## config.mk

```make
export PLATFORM = sky130hd
export DESIGN_NAME = matrix_scan_controller
export DESIGN_NICKNAME = d
export VERILOG_FILES = /design/src/rtl/pong_pkg.sv /design/src/rtl/glyph_rom.sv /design/src/rtl/matrix_scan_controller.sv
export SDC_FILE = /design/constraint.sdc
export NUM_CORES = 1
export LEC_CHECK = 0
export BUFFER_PORTS_ARGS = -buffer_cell sky130_fd_sc_hd__buf_2
export CORE_MARGIN = 3
export CORE_UTILIZATION = 40
export DETAILED_ROUTE_END_ITERATION = 8
export SKIP_LAST_GASP = 1
export SLEW_MARGIN = 20
export SYNTH_ARGS = -nofsm -noshare
export SYNTH_HDL_FRONTEND = slang
export SYNTH_SLANG_ARGS = --single-unit
```

## constraint.sdc

```tcl
create_clock -name clk -period 4.1 [get_ports clk]
set_input_delay 0 -clock clk [delete_from_list [all_inputs] [get_ports clk]]
set_output_delay 0 -clock clk [all_outputs]
set_load 0.03 [all_outputs]
```

## src/rtl/pong_pkg.sv

```systemverilog
// pong_pkg
// Shared definitions for the pong scoreboard matrix driver:
//   - game_state encodings as driven by the game controller
//   - the 11-entry 7x8 score glyph table (digits 0..9, then 'E')
// Glyph entries pack row 0 in bits [55:48] down to row 6 in bits [7:0];
// within a row, bit 7 is the leftmost column.
// No ports.

package pong_pkg;

    typedef enum logic [1:0] {
        P1_SERVE = 2'd0,
        P2_SERVE = 2'd1,
        PLAYING  = 2'd2,
        DONE     = 2'd3
    } game_state_e;

    localparam int          GLYPH_COUNT = 11;
    localparam logic [3:0]  GLYPH_E     = 4'd10;

    localparam logic [55:0] GLYPH_TAB [GLYPH_COUNT] = '{
        56'h3C_42_46_5A_62_42_3C,   // 0
        56'h18_38_18_18_18_18_3C,   // 1
        56'h3C_42_02_0C_30_40_7E,   // 2
        56'h3C_42_02_1C_02_42_3C,   // 3
        56'h0C_1C_2C_4C_7E_0C_0C,   // 4
        56'h7E_40_7C_02_02_42_3C,   // 5
        56'h1C_20_40_7C_42_42_3C,   // 6
        56'h7E_02_04_08_10_10_10,   // 7
        56'h3C_42_42_3C_42_42_3C,   // 8
        56'h3C_42_42_3E_02_04_38,   // 9
        56'h7E_40_40_7C_40_40_7E    // E (score out of digit range)
    };

    // Scores 10..15 have no single-digit glyph and share the 'E' entry.
    function automatic logic [3:0] glyph_index(input logic [3:0] score);
        return (score > 4'd9) ? GLYPH_E : score;
    endfunction

endpackage

```

## src/rtl/glyph_rom.sv

```systemverilog
// glyph_rom
// Combinational lookup of one row of a score glyph.
// Ports:
//   idx_i  [3:0] score value (10..15 map to the 'E' glyph)
//   row_i  [2:0] glyph row; row 7 is not part of the glyph and reads 0
//   cols_o [7:0] active-high column pattern for that row

module glyph_rom (
    input  logic [3:0] idx_i,
    input  logic [2:0] row_i,
    output logic [7:0] cols_o
);
    import pong_pkg::*;

    logic [55:0] glyph;

    always_comb begin
        glyph  = GLYPH_TAB[glyph_index(idx_i)];
        cols_o = 8'h00;
        case (row_i)
            3'd0:    cols_o = glyph[55:48];
            3'd1:    cols_o = glyph[47:40];
            3'd2:    cols_o = glyph[39:32];
            3'd3:    cols_o = glyph[31:24];
            3'd4:    cols_o = glyph[23:16];
            3'd5:    cols_o = glyph[15:8];
            3'd6:    cols_o = glyph[7:0];
            default: cols_o = 8'h00;
        endcase
    end

endmodule

```

## src/rtl/matrix_scan_controller.sv

```systemverilog
// matrix_scan_controller
// Row-multiplexed driver for two 8x8 LED panels showing the pong score.
// Each row gets a slot of SCAN_DIV clocks; the first BLANK_CYC clocks of a
// slot keep the matrix dark so the previous row cannot ghost into the next.
// Game state and scores are sampled into shadows only at frame start, so a
// frame is always drawn from one consistent snapshot.
// Optional feature macro: DONE_BLINK_EN -- when defined, the winner's panel
// blinks in the done state (BLINK_FRAMES frames on, BLINK_FRAMES off).
// Ports:
//   clk                        system clock
//   reset                      asynchronous reset, active low
//   game_state           [1:0] 0 p1_serve, 1 p2_serve, 2 playing, 3 done
//   p1_score, p2_score   [3:0] player scores
//   dot_matrix_row       [7:0] one-hot active-low row select (registered)
//   dot_matrix_left_col  [7:0] player 1 panel columns, active high (registered)
//   dot_matrix_right_col [7:0] player 2 panel columns, active high (registered)

module matrix_scan_controller #(
    parameter int SCAN_DIV     = 2500,
    parameter int BLANK_CYC    = 4,
    parameter int BLINK_FRAMES = 64
) (
    input  logic       clk,
    input  logic       reset,
    input  logic [1:0] game_state,
    input  logic [3:0] p1_score,
    input  logic [3:0] p2_score,
    output logic [7:0] dot_matrix_row,
    output logic [7:0] dot_matrix_left_col,
    output logic [7:0] dot_matrix_right_col
);
    import pong_pkg::*;

    localparam int PW = (SCAN_DIV > 1) ? $clog2(SCAN_DIV) : 1;

    logic [PW-1:0] presc_q, presc_d;
    logic [2:0]    row_q, row_d;
    logic          first_q;
    game_state_e   state_sh_q;
    logic [3:0]    p1_sh_q, p2_sh_q;

    logic          slot_end;
    logic          frame_end;
    logic          shadow_load;
    logic          p1_win, p2_win;
    logic          blink_on;
    logic [7:0]    left_glyph, right_glyph;
    logic [7:0]    row_pins_d, left_d, right_d;
    logic [7:0]    row_pins_q, left_q, right_q;

    assign slot_end    = (presc_q == PW'(SCAN_DIV - 1));
    assign frame_end   = slot_end && (row_q == 3'd7);
    // The first edge after reset release also loads, so frame 0 shows live inputs.
    assign shadow_load = first_q || frame_end;

    always_comb begin
        presc_d = slot_end ? '0 : presc_q + 1'b1;
        row_d   = slot_end ? row_q + 3'd1 : row_q;
    end

    always_ff @(posedge clk or negedge reset) begin
        if (!reset) begin
            presc_q    <= '0;
            row_q      <= 3'd0;
            first_q    <= 1'b1;
            state_sh_q <= P1_SERVE;
            p1_sh_q    <= 4'd0;
            p2_sh_q    <= 4'd0;
        end else begin
            presc_q <= presc_d;
            row_q   <= row_d;
            first_q <= 1'b0;
            if (shadow_load) begin
                state_sh_q <= game_state_e'(game_state);
                p1_sh_q    <= p1_score;
                p2_sh_q    <= p2_score;
            end
        end
    end

    glyph_rom u_glyph_left (
        .idx_i  (p1_sh_q),
        .row_i  (row_q),
        .cols_o (left_glyph)
    );

    glyph_rom u_glyph_right (
        .idx_i  (p2_sh_q),
        .row_i  (row_q),
        .cols_o (right_glyph)
    );

    // A tie lights both panels.
    assign p1_win = (p1_sh_q >= p2_sh_q);
    assign p2_win = (p2_sh_q >= p1_sh_q);

`ifdef DONE_BLINK_EN
    localparam int FW = (BLINK_FRAMES > 1) ? $clog2(BLINK_FRAMES) : 1;

    logic [FW-1:0] frame_cnt_q, frame_cnt_d;
    logic          blink_q, blink_d;

    // Counting uses the outgoing frame's state, so the first done frame
    // always starts visible with the counter at zero.
    always_comb begin
        frame_cnt_d = frame_cnt_q;
        blink_d     = blink_q;
        if (state_sh_q != DONE) begin
            frame_cnt_d = '0;
            blink_d     = 1'b1;
        end else if (frame_end) begin
            if (frame_cnt_q == FW'(BLINK_FRAMES - 1)) begin
                frame_cnt_d = '0;
                blink_d     = ~blink_q;
            end else begin
                frame_cnt_d = frame_cnt_q + 1'b1;
            end
        end
    end

    always_ff @(posedge clk or negedge reset) begin
        if (!reset) begin
            frame_cnt_q <= '0;
            blink_q     <= 1'b1;
        end else begin
            frame_cnt_q <= frame_cnt_d;
            blink_q     <= blink_d;
        end
    end

    assign blink_on = blink_q;
`else
    logic unused_blink_cfg;
    assign unused_blink_cfg = ^BLINK_FRAMES;
    assign blink_on         = 1'b1;
`endif

    always_comb begin
        row_pins_d = 8'hFF;
        left_d     = 8'h00;
        right_d    = 8'h00;
        if (presc_q >= PW'(BLANK_CYC)) begin
            row_pins_d = ~(8'b1 << row_q);
            if (row_q != 3'd7) begin
                left_d  = left_glyph;
                right_d = right_glyph;
            end else begin
                case (state_sh_q)
                    P1_SERVE: left_d  = 8'hFF;
                    P2_SERVE: right_d = 8'hFF;
                    PLAYING:  ;
                    DONE: begin
                        left_d  = p1_win ? 8'hFF : 8'h00;
                        right_d = p2_win ? 8'hFF : 8'h00;
                    end
                    default: ;
                endcase
            end
            if ((state_sh_q == DONE) && !blink_on) begin
                if (p1_win) left_d  = 8'h00;
                if (p2_win) right_d = 8'h00;
            end
        end
    end

    always_ff @(posedge clk or negedge reset) begin
        if (!reset) begin
            row_pins_q <= 8'hFF;
            left_q     <= 8'h00;
            right_q    <= 8'h00;
        end else begin
            row_pins_q <= row_pins_d;
            left_q     <= left_d;
            right_q    <= right_d;
        end
    end

    assign dot_matrix_row       = row_pins_q;
    assign dot_matrix_left_col  = left_q;
    assign dot_matrix_right_col = right_q;

endmodule

```

==> impl_metrics.py <==
metrics = {
    "grt": {
        "grt_usage_pct": 18.92,
        "grt_max_degree": 49,
        "grt_pass1_vias": 2816,
        "grt_overflow": 0,
        "grt_pass1_wl_mm": 14.72,
        "antenna_found_initial": 0,
    },
    "timing": {
        "finClkSkew_ps": 10.90,
        "max_slew_margin_pct": 37.51,
        "hold_viol_final": 0,
        "max_freq_mhz": 359.0,
        "period_share_pct": 67.93,
        "setup_tns_ps": 0,
        "setup_violations": 0,
        "drv_slew": 0,
        "tightest_slew_ps": 927.6,
        "fin_crit_ps": 2785,
        "rsz0062_at_grt": "no",
    },
    "logic_synthesis": {
        "synth_top_family_by_area": "compound AO/OA/AOI/OAI gates",
        "synth.top_cells.by_count": "dfrtp_1 (39), nand2_1 (32), a21oi_1 (30), o21ai_0 (27), nor2_1 (26)",
        "ys_seq_area_share_pct": 36.48,
        "synth_ff_type": "dfrtp_1",
        "async_reset_ff_share_pct": 100.0,
        "synth.most_common_cell": "dfrtp_1",
        "synth_fp_nets": 409,
        "synth-simple-area-share_pct": 18.19,
        "yosys.area_share.xor_xnor_pct": 4.217,
        "synth_top_area_share_pct": 29.37,
        "synth_enable_flop_cells": 0,
        "synth.distinct_cells": 56,
        "synth_fa_ha_area_share_pct": 5.648,
        "synth_compound_area_share_pct": 23.61,
        "synth_area_leaders": "dfrtp_1 (29%), dfstp_2 (7.1%), ha_1 (5.6%)",
        "muxShareOfSynthArea_pct": 5.422,
        "yosysTopAreaCell": "dfrtp_1",
        "ys.warnings.count": 0,
        "ys_ff_latch": 48,
        "synth.cell_area_um2": 3323,
        "synthCells": 382,
        "syn_area_per_cell_um2": 8.699,
    },
    "finish": {
        "diodes": 0,
        "drive_gt1_share_pct": 18.09,
        "regArea_um2": 1212,
        "post-route-util_pct": 47.43,
        "final_nets": 435,
        "fillers": 746,
        "multi_input_area_um2": 1901,
        "areaGrowthSynthToFinish_pct": 12.58,
    },
    "die": {
        "core_area_um2": 7888,
        "boundaryPins": 36,
        "core.rowCount": 32,
        "initial_core_util_pct": 42.13,
        "dieArea_um2": 9438,
        "fp.dieH_um": 97.15,
        "die_w_um": 97.15,
    },
    "placed_design": {
        "port_buffers": 35,
        "gp_congestion": 0.8767,
        "dp_hpwl_mm": 6.109,
    },
    "setup_path": {
        "critical_path_arrival_ps": 2940,
        "crit_required_ps": 4250,
        "endpoint_kind": "register",
        "r2r_slack_ps": 1310,
        "setup.worst_path.class": "reg2reg",
        "worstPathMaxFanout": 18,
        "startpoint_type": "register",
    },
    "min_path": {
        "hold_path.class": "in2async",
    },
    "power_and_ir_drop": {
        "ir_worst_vdd_mv": 0.1679,
        "power_density_nw_per_um2": 304.7,
        "p_leak_uw": 0.001553,
    },
    "routing": {
        "ant_nets": 0,
        "num_vias": 2985,
        "vias_per_cell": 5.841,
        "drc": 0,
        "dr.pass1.iters": 5,
        "wire_per_inst_um": 17.53,
        "drt-initial-drc-count": 295,
        "wl_mm": 8.960,
    },
    "job": {
        "drv_cap": 0,
    },
    "clock_tree": {
        "clockRootBuffer": "clkbuf_8",
        "clk_pin_slew_ps": 100,
        "tritoncts_num_sinks": 48,
        "clk_path_buf_depth": 2,
        "cts_buffers": 5,
        "post_cts_resized": 0,
        "insertion_delay_ps": 320,
        "htreeDepth": 2,
        "cts_tree": "built",
    },
    "run_status": {
        "status": "completed",
    },
}
-- timing repair --
action	in CTS	in global routing
hold buffers	11	0
endpoints found under the hold margin	49	0
buffers inserted	0	0
-- metal layers --
layer / track usage [%] / up-vias / wire length, um
li1: - / 1418 / -
met1: 27.75 / 1411 / 4053
met2: 27.39 / 141 / 4054
met3: 4.235 / 15 / 727
met4: 6.263 / 0 / 125
met5: 0 / - / 0
-- final timing paths --
kind | from | end | depth (start not counted)
max in group asynchronous | reset | dot_matrix_left_col[3]$_DFF_PN0_ | 2
hold / removal | reset | presc_q[4]$_DFF_PN0_ | 2
hold reg to reg | presc_q[3]$_DFF_PN0_ | presc_q[3]$_DFF_PN0_ | 1
min in group clk | p2_score[0] | p2_sh_q[0]$_DFFE_PN0P_ | 3
setup / recovery | p1_sh_q[3]$_DFFE_PN0P_ | dot_matrix_right_col[1]$_DFF_PN0_ | 7
setup reg to reg | p1_sh_q[3]$_DFFE_PN0P_ | dot_matrix_right_col[1]$_DFF_PN0_ | 7
-- state kept, by name (all words and copies together), names as in the netlist --
register,flops
p2_sh_q,4
p1_sh_q,4
dot_matrix_left_col,7
dot_matrix_row,8
presc_q,12
first_q,1
dot_matrix_right_col,7
row_q,3
state_sh_q,2
-- report_power, final --
part	internal [uW]	switching, uW
Combinational	96.8	150
Clock	184	181
Sequential	494	33.5
-- kinds of logic (layout without fill, tap and decap cells) --
group,Yosys count,count (layout)
other,1,1
adders and majority gates,15,15
AOI/OAI and AO/OA,120,120
muxes,13,13
xor gates and xnor gates,16,16
DFF,48,48
buffers and inverters,48,75
and+or+nand+nor,121,121
-- cell usage in the layout (no fill, tap or decap), drive strengths merged, types with 3 or more instances in the layout --
master	instances
mux2i	3
a41oi	4
a311oi	4
and3	3
nor4	3
a22oi	3
nand2b	9
dfrtp	39
o22ai	7
nor2b	11
and2	4
dfstp	9
nor3	13
dlygate4sd3	11
o21ai	27
xnor2	13
o31a	3
nor2	26
a211oi	4
ha	15
nand2	33
clkbuf	5
mux2	10
xor2	3
nand3	16
a31oi	14
inv	16
a21oi	31
buf	40
-- critical path, stage by stage, from the launching register on --
cell	delay, ps
dfrtp_1	710
inv_1	240
ha_1	360
and3_1	200
o21ai_0	90
a21boi_0	160
o21ai_0	770
a41oi_1	100
-- layout make-up --
| type | instances | area share, % |
|---|---|---|
| multi-input cells | 286 | 50.80 |
| flip-flops and latches | 48 | 32.41 |
| repair buffers | 51 | 8.696 |
| well taps | 102 | 3.411 |
| clock buffers | 5 | 1.839 |
| inverters | 16 | 1.605 |
| clock inverters | 3 | 1.237 |
-- per-stage QoR --
| step | setup WS (ps) | hold WS (ps) | power (uW) | cell area [um2] | std cells |
|---|---|---|---|---|---|
| 2_1_floorplan | 2165 | -295.6 | 705.3 | 3323 | 382 |
| 3_3_place_gp | 1481 | 232.3 | 770.9 | 3513 | 492 |
| 3_5_place_dp | 1392 | 233.6 | 769.1 | 3513 | 492 |
| 4_1_cts | 1378 | 432.4 | 1144 | 3739 | 511 |
| 5_1_grt | 1071 | 302.8 | 1195 | 3741 | 511 |
| 6_report | 1315 | 236.6 | 1140 | 3741 | 511 |
No activity file was read; power rests on OpenSTA's default activity.
